**config.mk**
```make
export PLATFORM = sky130hd
export DESIGN_NAME = sisc_ctrl_hs
export DESIGN_NICKNAME = d
export VERILOG_FILES = /design/src/rtl/sisc_pkg.sv /design/src/rtl/sisc_wait_timer.sv /design/src/rtl/sisc_ctrl_hs.sv
export SDC_FILE = /design/constraint.sdc
export NUM_CORES = 1
export LEC_CHECK = 0
export BUFFER_PORTS_ARGS = -buffer_cell sky130_fd_sc_hd__buf_4
export CAP_MARGIN = 20
export CORE_MARGIN = 2
export CORE_UTILIZATION = 55
export DETAILED_ROUTE_END_ITERATION = 12
export GPL_TIMING_DRIVEN = 0
export PLACE_DENSITY_LB_ADDON = 0.3
export SKIP_LAST_GASP = 1
export SLEW_MARGIN = 10
export SYNTH_ARGS = -nofsm -noshare
export SYNTH_HDL_FRONTEND = slang
export SYNTH_SLANG_ARGS = --single-unit
```
**constraint.sdc**
```tcl
create_clock -name clk -period 5.45 [get_ports clk]
set_clock_uncertainty 0.2 [all_clocks]
set_input_delay 0.8175 -clock clk [delete_from_list [all_inputs] [get_ports clk]]
set_output_delay 0.8175 -clock clk [all_outputs]
set_load 0.03 [all_outputs]
```
**src/rtl/sisc_pkg.sv**
```systemverilog
// Shared constants and types for the handshaking SISC multicycle controller.
package sisc_pkg;

  localparam int unsigned OP_NOOP = 0;
  localparam int unsigned OP_LOD  = 1;
  localparam int unsigned OP_STR  = 2;
  localparam int unsigned OP_SWP  = 3;
  localparam int unsigned OP_BRA  = 4;
  localparam int unsigned OP_BRR  = 5;
  localparam int unsigned OP_BNE  = 6;
  localparam int unsigned OP_BNR  = 7;
  localparam int unsigned OP_ALU  = 8;
  localparam int unsigned OP_HLT  = 15;

  localparam int unsigned AM_IMM = 8;

  localparam logic [1:0] ALU_OP_RR   = 2'b00;
  localparam logic [1:0] ALU_OP_IMM  = 2'b01;
  localparam logic [1:0] ALU_OP_PASS = 2'b10;

  typedef enum logic [3:0] {
    ST_START0  = 4'd0,
    ST_START1  = 4'd1,
    ST_FETCH   = 4'd2,
    ST_DECODE  = 4'd3,
    ST_EXECUTE = 4'd4,
    ST_MEM     = 4'd5,
    ST_WB      = 4'd6,
    ST_WB2     = 4'd7,
    ST_HALT    = 4'd8,
    ST_ERR     = 4'd9
  } state_t;

  // One-hot view of the opcode; undefined opcodes leave every bit clear and run as NOOP.
  typedef struct packed {
    logic lod;
    logic str;
    logic swp;
    logic bra;
    logic brr;
    logic bne;
    logic bnr;
    logic alu;
    logic hlt;
  } instr_t;

endpackage

```
**src/rtl/sisc_wait_timer.sv**
```systemverilog
// Bounded wait counter for memory handshakes; expired flags that the
// pending request has waited WAIT_MAX cycles without an acknowledge.
module sisc_wait_timer
  import sisc_pkg::*;
#(
  parameter int WAIT_MAX = 15
) (
  input  logic clk,
  input  logic rst_f,
  input  logic clear,
  input  logic enable,
  output logic expired
);

  localparam int CW = $clog2(WAIT_MAX + 1);

  logic [CW-1:0] count_q;
  logic [CW-1:0] count_d;

  assign expired = (count_q == CW'(WAIT_MAX));

  // Saturates at WAIT_MAX so the flag stays stable until the FSM reacts.
  always_comb begin
    count_d = count_q;
    if (clear) begin
      count_d = '0;
    end else if (enable && !expired) begin
      count_d = count_q + CW'(1);
    end
  end

  always_ff @(posedge clk or negedge rst_f) begin
    if (!rst_f) begin
      count_q <= '0;
    end else begin
      count_q <= count_d;
    end
  end

endmodule

```
**src/rtl/sisc_ctrl_hs.sv**
```systemverilog
// SISC multicycle control FSM with memory request/ack handshakes, bounded
// waits, two-cycle SWP writeback, HALT/ERR states and a retired counter.
module sisc_ctrl_hs
  import sisc_pkg::*;
#(
  parameter int OP_W     = 4,
  parameter int MM_W     = 4,
  parameter int WAIT_MAX = 15,
  parameter int CNT_W    = 16
) (
  input  logic             clk,
  input  logic             rst_f,
  input  logic [OP_W-1:0]  opcode,
  input  logic [MM_W-1:0]  mm,
  input  logic [MM_W-1:0]  stat,
  input  logic             im_ack,
  input  logic             dm_ack,
  output logic             im_req,
  output logic             dm_req,
  output logic             rf_we,
  output logic             wb_sel,
  output logic             br_sel,
  output logic             pc_sel,
  output logic             ir_load,
  output logic             pc_write,
  output logic             pc_rst,
  output logic             rb_sel,
  output logic             mm_sel,
  output logic             dm_we,
  output logic             swp_sel,
  output logic [1:0]       alu_op,
  output logic             halted,
  output logic             err,
  output logic [CNT_W-1:0] retired
);

  state_t state_q, state_d;
  logic pc_sel_q, pc_sel_d;
  logic [CNT_W-1:0] retired_q, retired_d;
  instr_t ins;
  logic imm, mm_zero, cond_hit, taken;
  logic timer_clear, timer_en, timer_expired, ack_taken, retire;

  always_comb begin
    ins = '0;
    case (opcode)
      OP_W'(OP_LOD): ins.lod = 1'b1;
      OP_W'(OP_STR): ins.str = 1'b1;
      OP_W'(OP_SWP): ins.swp = 1'b1;
      OP_W'(OP_BRA): ins.bra = 1'b1;
      OP_W'(OP_BRR): ins.brr = 1'b1;
      OP_W'(OP_BNE): ins.bne = 1'b1;
      OP_W'(OP_BNR): ins.bnr = 1'b1;
      OP_W'(OP_ALU): ins.alu = 1'b1;
      OP_W'(OP_HLT): ins.hlt = 1'b1;
      default:       ins = '0;
    endcase
  end

  assign imm      = (mm == MM_W'(AM_IMM));
  assign mm_zero  = (mm == '0);
  assign cond_hit = |(stat & mm);
  assign taken    = ((ins.bra | ins.brr) & cond_hit) | ((ins.bne | ins.bnr) & ~cond_hit);

  // pc_sel is driven from its next value so a new selection reaches the PC mux
  // in the same cycle as pc_write, while the flop holds it in between.
  assign pc_sel  = pc_sel_d;
  assign retired = retired_q;

  always_comb begin
    state_d   = state_q;
    pc_sel_d  = pc_sel_q;
    im_req    = 1'b0;
    dm_req    = 1'b0;
    rf_we     = 1'b0;
    wb_sel    = 1'b0;
    br_sel    = 1'b0;
    ir_load   = 1'b0;
    pc_write  = 1'b0;
    pc_rst    = 1'b0;
    rb_sel    = 1'b0;
    mm_sel    = 1'b0;
    dm_we     = 1'b0;
    swp_sel   = 1'b0;
    alu_op    = ALU_OP_PASS;
    halted    = 1'b0;
    err       = 1'b0;
    timer_en  = 1'b0;
    ack_taken = 1'b0;

    case (state_q)
      ST_START0: state_d = ST_START1;
      ST_START1: begin
        pc_rst  = 1'b1;
        state_d = ST_FETCH;
      end
      ST_FETCH: begin
        im_req = 1'b1;
        if (im_ack) begin
          ack_taken = 1'b1;
          ir_load   = 1'b1;
          pc_sel_d  = 1'b0;
          pc_write  = 1'b1;
          state_d   = ST_DECODE;
        end else if (timer_expired) begin
          state_d = ST_ERR;
        end else begin
          timer_en = 1'b1;
        end
      end
      ST_DECODE: begin
        br_sel = ins.bra | ins.bne;
        if (taken) begin
          pc_sel_d = 1'b1;
          pc_write = 1'b1;
        end
        state_d = ins.hlt ? ST_HALT : ST_EXECUTE;
      end
      ST_EXECUTE: begin
        if (ins.alu) begin
          alu_op = imm ? ALU_OP_IMM : ALU_OP_RR;
        end
        if (ins.lod | ins.str) begin
          if (imm) alu_op = ALU_OP_IMM;
          else     mm_sel = 1'b1;
          state_d = ST_MEM;
        end else if (ins.alu | ins.swp) begin
          state_d = ST_WB;
        end else begin
          state_d = ST_FETCH;
        end
      end
      ST_MEM: begin
        if (imm) alu_op = ALU_OP_IMM;
        else     mm_sel = 1'b1;
        dm_req = 1'b1;
        dm_we  = ins.str;
        if (dm_ack) begin
          ack_taken = 1'b1;
          state_d   = ins.str ? ST_FETCH : ST_WB;
        end else if (timer_expired) begin
          state_d = ST_ERR;
        end else begin
          timer_en = 1'b1;
        end
      end
      ST_WB: begin
        rb_sel = 1'b1;
        rf_we  = ins.alu | ins.lod | ins.swp;
        if (ins.lod) begin
          wb_sel = 1'b1;
          mm_sel = mm_zero;
        end
        state_d = ins.swp ? ST_WB2 : ST_FETCH;
      end
      ST_WB2: begin
        rf_we   = 1'b1;
        swp_sel = 1'b1;
        state_d = ST_FETCH;
      end
      ST_HALT: halted = 1'b1;
      ST_ERR:  err = 1'b1;
      default: state_d = ST_START1;
    endcase
  end

  // An instruction retires on its final cycle; START1 -> FETCH is not one.
  always_comb begin
    timer_clear = ack_taken ||
                  ((state_d != state_q) && ((state_d == ST_FETCH) || (state_d == ST_MEM)));
    retire = ((state_d == ST_FETCH) &&
              (state_q inside {ST_EXECUTE, ST_MEM, ST_WB, ST_WB2})) ||
             ((state_q == ST_DECODE) && (state_d == ST_HALT));
    retired_d = retired_q + CNT_W'(retire);
  end

  sisc_wait_timer #(
    .WAIT_MAX(WAIT_MAX)
  ) u_wait_timer (
    .clk     (clk),
    .rst_f   (rst_f),
    .clear   (timer_clear),
    .enable  (timer_en),
    .expired (timer_expired)
  );

  always_ff @(posedge clk or negedge rst_f) begin
    if (!rst_f) begin
      state_q   <= ST_START1;
      pc_sel_q  <= 1'b0;
      retired_q <= '0;
    end else begin
      state_q   <= state_d;
      pc_sel_q  <= pc_sel_d;
      retired_q <= retired_d;
    end
  end

endmodule

```
* Yosys cells after proc, flatten, opt, wreduce, memory -nomap -nowiden *
Index checks and enable logic that the tools add are counted.

storage, ports and cells
  latch bits = 0
  bits in writable memories = 0
  word-level logic and storage cells = 111
  register bits after elaboration = 25
  ROM bits = 0
  output and inout port bits = 33
  memories = 0
  input bits = 16

operators by class
  multipliers = 0
  eq/ne operators = 24
  shift operators = 0
  order comparisons = 0
  mux-type cells = 55
  bitwise gates (word level) = 12
  add/subtract/negate cells = 2
  divide/modulo/power cells = 0
  reduce and logical (&&, ||, !) cells = 14

operators with widths
  cell                 number
  $eq 4x3->1 const B   9
  $mux 1               33
  $eq 4x4->1 const B   7
  $pmux 4 s7           1
  $mux 4               6
  $eq 4x2->1 const B   5
  $add 16x1->16        1
  $mux 3               4
  $pmux 1 s2           5
  $eq 4x1->1 const B   2
  $mux 2               4
  $or 1x1->1           8
  $add 4x1->4 const B  1
  $and 4x4->4          1
  $logic_and 1x1->1    4
  $logic_not 4->1      1
  $ne 4x4->1           1
  $pmux 2 s2           1
  $reduce_bool 4->1    1
  $reduce_or 2->1      2
  $reduce_or 4->1      1
  $logic_or 1x1->1     3
  $pmux 1 s3           1
  $and 1x1->1          2
  other kinds (3)      3

* Depth between registers and ports, before layout *
Gate-level depths: netlist (run 1).

  word-level depth = 11
  gate-level depth with buffers = 13
  gate-level depth less buffers = 12

* By module *
From an unflattened synthesis (run 1), not the netlist that was laid out.

unflattened totals
  cell total of the unflattened synthesis = 188
  area total of the unflattened synthesis = 1,767.9 um2

modules (own cells, without submodules)
  module           instances  area each (um2)  sequential area each (um2)  cells each
  sisc_ctrl_hs     1          1,539.0          526.8                       168
  sisc_wait_timer  1          229.0            100.1                       20

* Worst setup path after synthesis (run 1) *
No wires, ideal clock.

  path type = flip-flop to output port
  start = register state_q[2]
  end = output mm_sel
  cell stages (with the launch flop) = 8
  path slack = 1,418 ps
  data arrival time = 3,015 ps
  path buffers = 1
  required time = 4,433 ps
  cell sequence = dfrtp_1 -> buf_6 -> nor2b_1 -> nand2_1 -> nor2_1 -> nor4b_1 -> o2bb2ai_1 -> and3_1

on the way
  word-level cells in the longest chain between the ends = 2
  elaborated cells between the ends (all ways) = 4
  classes of those cells = eq/ne: 3; mux: 1

ends and longest elaborated chain
  element                   line                 RTL
  start: declaration        sisc_ctrl_hs.sv:37   state_t state_q, state_d;
  start signal: assignment  sisc_ctrl_hs.sv:193  state_q <= state_d;
  $eq 4x3->1                sisc_ctrl_hs.sv:91   case (state_q)
  $pmux 1 s3 (*)            sisc_ctrl_hs.sv:91
  end: declaration          sisc_ctrl_hs.sv:28   output logic mm_sel,

Mark *: on every way between the ends. The rest lies on a longest branch, timed or not.

* Final worst setup path (run 1) *
Same ends and word-level chain as after synthesis.

==> results of run 1 <==
[how the worst min path moves through the flow]
stage | slack [ns] | to | startpoint | cells after the start
after floorplan | 0.32 | pc_sel_q | rst_f | 0
after global placement | 0.26 | pc_sel_q | pc_sel_q | 2
after detailed placement | 0.27 | pc_sel_q | pc_sel_q | 2
after CTS | 0.17 | retired[8] | rst_f | 1
after global routing | 0.17 | retired[8] | rst_f | 1
final | 0.17 | retired[8] | rst_f | 1
[registers in the layout (all words and copies together), names as in the netlist]
register and flops:
state_q 4, retired 16, u_wait_timer.count_q 4, pc_sel_q 1
[report_power, final]
group	total, mW	switching (mW)	internal, mW
clock network	0.0799	0.0524	0.0274
registers	0.249	0.0290	0.220
logic	0.448	0.265	0.183
total	0.776	0.346	0.430
[metal layers]
layer  part of all wire  vias up  track usage
li1                   -      795            -
met4              0.017        0      0.06832
met2               0.47       66       0.3784
met1               0.43      745       0.3042
met3              0.078        6      0.02521
met5                  0        -            0
[cell type report]
| class | instances | area [sq um] |
|---|---|---|
| timing repair buffer | 45 | 337.8 |
| clock inverter | 1 | 5.005 |
| sequential | 25 | 626.9 |
| multi-input combinational | 149 | 1036 |
| fill | 263 | 864.6 |
| clock buffer | 3 | 22.52 |
| tap | 44 | 55.05 |
| inverter | 8 | 30.03 |
| buffer | 11 | 100.1 |
[cell usage after synthesis (3+ instances only)]
| cell | instances | share of area |
|---|---|---|
| sky130_fd_sc_hd__and2_1 | 4 | 0.014 |
| sky130_fd_sc_hd__nor3_1 | 10 | 0.028 |
| sky130_fd_sc_hd__nor2_1 | 10 | 0.021 |
| sky130_fd_sc_hd__nor4b_1 | 5 | 0.024 |
| sky130_fd_sc_hd__nand2_1 | 19 | 0.040 |
| sky130_fd_sc_hd__buf_2 | 3 | 0.0084 |
| sky130_fd_sc_hd__nor3b_1 | 3 | 0.013 |
| sky130_fd_sc_hd__ha_1 | 3 | 0.021 |
| sky130_fd_sc_hd__a31oi_1 | 3 | 0.010 |
| sky130_fd_sc_hd__nand4_1 | 4 | 0.014 |
| sky130_fd_sc_hd__a21oi_1 | 6 | 0.017 |
| sky130_fd_sc_hd__buf_6 | 4 | 0.025 |
| sky130_fd_sc_hd__dfrtp_1 | 24 | 0.33 |
| sky130_fd_sc_hd__xor2_1 | 7 | 0.034 |
| sky130_fd_sc_hd__inv_1 | 8 | 0.017 |
| sky130_fd_sc_hd__xnor2_1 | 13 | 0.064 |
| sky130_fd_sc_hd__o21ai_0 | 7 | 0.020 |
| sky130_fd_sc_hd__nand3_1 | 8 | 0.022 |
| sky130_fd_sc_hd__and3_1 | 7 | 0.024 |
[cell families (layout without fill, tap and decap cells)]
kind of cell,Yosys count,after routing,synth area share
AO/OA/AOI/OAI,33,33,0.1438
XOR/XNOR,20,20,0.09770
adder cells (fa/ha/maj),3,3,0.02094
buffers and inverters,19,68,0.07257
flip-flops,25,25,0.3496
multiplexers,2,2,0.01117
AND/OR/NAND/NOR,91,91,0.3043
[through the flow]
stage                     std cells  area (sq um)  worst slack [ns]  utilization  power [mW]
after floorplan                 193          1793             1.418            -      0.5759
after global placement          282          2186             1.947       0.7102      0.6930
after detailed placement        282          2186             1.922       0.7102      0.6985
after CTS                       286          2213             2.011       0.7191      0.7772
after global routing            286          2213             1.754       0.7191      0.8355
final                           286          2213             1.997       0.7191      0.7761
==> qor.yml, run 1 <==
fp.dieH_um: 61.10
cts_max_path_buffers: 2
irDropWorstVdd_mv: 0.2642
power_density_nw_per_um2: 350.7
initial_antenna_violation_count: 0
most_common_library_cell_in_the_layout_ignoring_fill_and_taps: "sky130_fd_sc_hd__buf_4"
ys.warnings.count: 0
timing.final.hold_violations: 0
finalHoldWorstSlack_ns: 0.1664
syn-instance-count: 193
ys.flop_type: "sky130_fd_sc_hd__dfrtp_1"
startpoint_type_of_the_worst_setup_path: "register"
floorplan.initialDensity: 0.5825
synth.ff_latch_count: 25
syn_to_final_growth_pct: 23.45
route.detailed.wl_per_inst_um: 13.39
transition_time_of_the_tightest_slew_check_pin_ns: 0.5112
cp.arrival_ns: 2.44
portBuffers: 45
via_count: 1612
run_status: "complete, no violations"
setup.reg_to_reg.worst_slack_ns: 2.38
fin_tns_setup_ns: 0
grt_first_pass_wirelength_mm: 6.396
crit_path_cell_trace: "buf_6, nor2b_1, nand2_1, nor2_1, nor4b_1, o2bb2ai_1, and3_1, buf_4"
crit_start: "state_q[2]"
r2r_cells: 11
critical_path.reg2reg.startpoint: "state_q[2]"
critical_path.n_buffers_inverters: 2
cts_hold_buf: 0
layout.cells.most_common_list: "sky130_fd_sc_hd__buf_4 (46), sky130_fd_sc_hd__dfrtp_1 (24), sky130_fd_sc_hd__nand2_1 (19), sky130_fd_sc_hd__xnor2_1 (13)"
floorplan.io_pins: 49
synth_async_sr_flop_share: 1.000
slowest_delay_ns: 0.53
synthesis.area_per_instance_sq_um: 9.290
postRouteWirelength_mm: 3.829
max_clock_freq_mhz: 289.6
synthesis.area_sq_um: 1793
detail_routed_via_count_per_cell: 5.636
place_congestion: 0.9555
criticalPathCategory: "register to output port"
setup_repair_after_global_routing_missed_its_margin: "no"
worstSkewPairLatency_ns: 0.31
maxSlewHeadroom: 0.6544
detailedPlacementHpwl_mm: 3.006
largest_fanout_of_any_net_on_the_critical_path: 10
cts-htree-levels: 1
fp.dieArea_sq_um: 3733
cts_resized: 0
post-route-min-period_ns: 3.453
drt_iter0_drc: 112
clkTransAtPathRegs_ns: 0.13
critical_path_end: "mm_sel"
final_nets: 262
floorplan.die.width_um: 61.10
critical_path.top_delay_family: "simple AND/OR/NAND/NOR gates"
placeableCoreArea_sq_um: 3078
critical_path_required_ns: 4.43
critical_path.slowest_cell: "sky130_fd_sc_hd__dfrtp_1"
hp-class: "primary input to asynchronous set/reset pin"
yosys.cell_types.count: 56
r2r_end: "retired[14]"
drive_above_1_share: 0.3099
drv_slew: 0
synth_seq_area_share: 0.3496
timing.final.crit_share: 0.6335
detailedRoute.firstPassIterationCount: 4
via_count_of_the_first_global_routing_pass: 1481
antenna_violating_nets_post_route: 0
drc_errors_left: 0
cts.sinks: 25
finalSetupViolCount: 0
floorplan.rows: 20
cap_violations: 0
post-cts-setup-buffer-count: 0
cts_inserted_buffers: 3
grt_start_max_net_pins: 26
critical_path_depth: 8
net_count_after_synthesis: 212
synth_edf_count: 0
insertedDiodeCount: 0
cts_tree: "yes"
crit_path_capture_type: "output port"
grt_util_all_layers: 0.2240
cell_at_the_root_of_the_clock_tree: "sky130_fd_sc_hd__clkbuf_4"
cellLeakagePower_nw: 1.036
grt_remaining_overflow: 0
(Power assumes the default switching activity.)
==> run 2: changes to the inputs <==
CORE_UTILIZATION = 52   (was 55)
clock period = 3.2 ns   (was 5.45 ns; I/O delays follow)
==> qor.yml, run 2 (synthesis results as in run 1) <==
run_status: "complete, no violations"
max_clock_freq_mhz: 334.9
timing.final.crit_share: 0.9332
hp-class: "register to register"
cts_tree: "yes"
dpl.cell_count: 284
grt_first_pass_wirelength_mm: 6.872
drv_slew: 0
placeableCoreArea_sq_um: 3337
cp.arrival_ns: 3.03
floorplan.initialDensity: 0.5373
largest_fanout_of_any_net_on_the_critical_path: 10
drive_above_1_share: 0.3265
final_nets: 265
cell_at_the_root_of_the_clock_tree: "sky130_fd_sc_hd__clkbuf_4"
via_count: 1666
post-layout-total-power_mw: 1.386
finalSetupViolCount: 0
placed_area_sq_um: 2203
maxSlewHeadroom: 0.6144
r2r_cells: 12
grt_start_max_net_pins: 26
irDropWorstVdd_mv: 0.4465
floorplan.io_pins: 49
drc_errors_left: 0
most_common_library_cell_in_the_layout_ignoring_fill_and_taps: "sky130_fd_sc_hd__buf_4"
fin_tns_setup_ns: 0
drt_iter0_drc: 154
timing.final.hold_violations: 0
fillerInstances: 272
finalWorstSetupSlack_ns: 0.2137
preCtsSetupSlack_ns: -0.01158
cellLeakagePower_nw: 1.055
cts_inserted_buffers: 3
floorplan.die.width_um: 62.72
layout.cells.most_common_list: "sky130_fd_sc_hd__buf_4 (48), sky130_fd_sc_hd__dfrtp_1 (23), sky130_fd_sc_hd__nand2_1 (19), sky130_fd_sc_hd__xnor2_1 (13)"
finalHoldWorstSlack_ns: 0.2909
min_path_cells: 2
post-route-min-period_ns: 2.986
clkTransAtPathRegs_ns: 0.13
post-route-cell-area_sq_um: 2275
grt_util_all_layers: 0.2115
cts_max_path_buffers: 2
worstSkewPairLatency_ns: 0.31
startpoint_type_of_the_worst_setup_path: "register"
route.detailed.wl_per_inst_um: 14.08
fp.dieH_um: 62.72
largest_register_ffs: 16
criticalPathCategory: "register to register"
critical_path_required_ns: 3.24
place_congestion: 0.9165
floorplan.rows: 21
fin_util: 0.6817
via_count_of_the_first_global_routing_pass: 1518
portBuffers: 45
detail_routed_via_count_per_cell: 5.725
insertedDiodeCount: 0
detailedRoute.firstPassIterationCount: 4
detailedPlacementHpwl_mm: 3.132
transition_time_of_the_tightest_slew_check_pin_ns: 0.5703
antenna_violating_nets_post_route: 0
syn_to_final_growth_pct: 26.87
postRouteWirelength_mm: 4.097
cts-htree-levels: 1
fp.dieArea_sq_um: 3934
power_density_nw_per_um2: 609.3
final-instance-count-excl-fill: 291
cts.sinks: 25
grt_remaining_overflow: 0
cap_violations: 0
crit_path_capture_type: "register"
initial_antenna_violation_count: 0
## run 2: cell types whose count changed in the layout (fill, tap and decap cells not counted), sizes merged
cell,change
dlygate4sd3,+1
buf,+2
clkinvlp,+1
clkinv,-1
## run 2: metal layers
layer	routed length (um)	track usage	vias up
met2	1968	0.3374	71
met3	240	0.01622	10
met4	54	0.06667	0
li1	-	-	804
met5	0	0	-
met1	1834	0.3070	781
## run 2: worst max-delay path: stages (launching register included)
cell	delay, ns
sky130_fd_sc_hd__dfstp_2	0.58
sky130_fd_sc_hd__buf_6	0.13
sky130_fd_sc_hd__and4bb_2	0.29
sky130_fd_sc_hd__a22oi_1	0.12
sky130_fd_sc_hd__nand4_1	0.14
sky130_fd_sc_hd__nand2_1	0.06
sky130_fd_sc_hd__a21oi_1	0.18
sky130_fd_sc_hd__ha_1	0.22
sky130_fd_sc_hd__ha_1	0.21
sky130_fd_sc_hd__nand3_1	0.15
sky130_fd_sc_hd__or2_2	0.34
sky130_fd_sc_hd__nor2_1	0.13
sky130_fd_sc_hd__xor2_1	0.15
## run 2: power breakdown
group	internal, mW	switching, mW	leakage (nW)	total, mW
sequential	0.375	0.0527	0.334	0.428
combinational	0.345	0.476	0.707	0.821
clock	0.0477	0.0893	0.0139	0.137
## run 2: area by class of cell
class,count,area (sq um),share of cell area
flip-flops and latches,25,628.1,0.2761
well taps,46,57.56,0.02530
multi-input cells,149,1066,0.4686
plain buffers,11,100.1,0.04400
clock inverters,1,7.507,0.003300
clock buffers,3,22.52,0.009901
repair buffers,48,362.8,0.1595
inverters,8,30.03,0.01320
## run 2: final timing paths
check | startpoint | end | slack (ns)
worst max-delay path | state_q[0] | retired[12] | 0.21
worst min-delay path | pc_sel_q | pc_sel_q | 0.29
worst max register to register | state_q[0] | retired[12] | 0.21
worst min register to register | pc_sel_q | pc_sel_q | 0.29
max in group asynchronous | rst_f | state_q[0] | 2.14
min in group asynchronous | rst_f | retired[3] | 0.37
## run 2: timing repair
action | CTS | global route
endpoints found under the setup margin | 0 | 5
hold buffers | 1 | 0
endpoints found under the hold margin | 24 | 0
buffers inserted | 0 | 2
gates resized for setup | 0 | 3
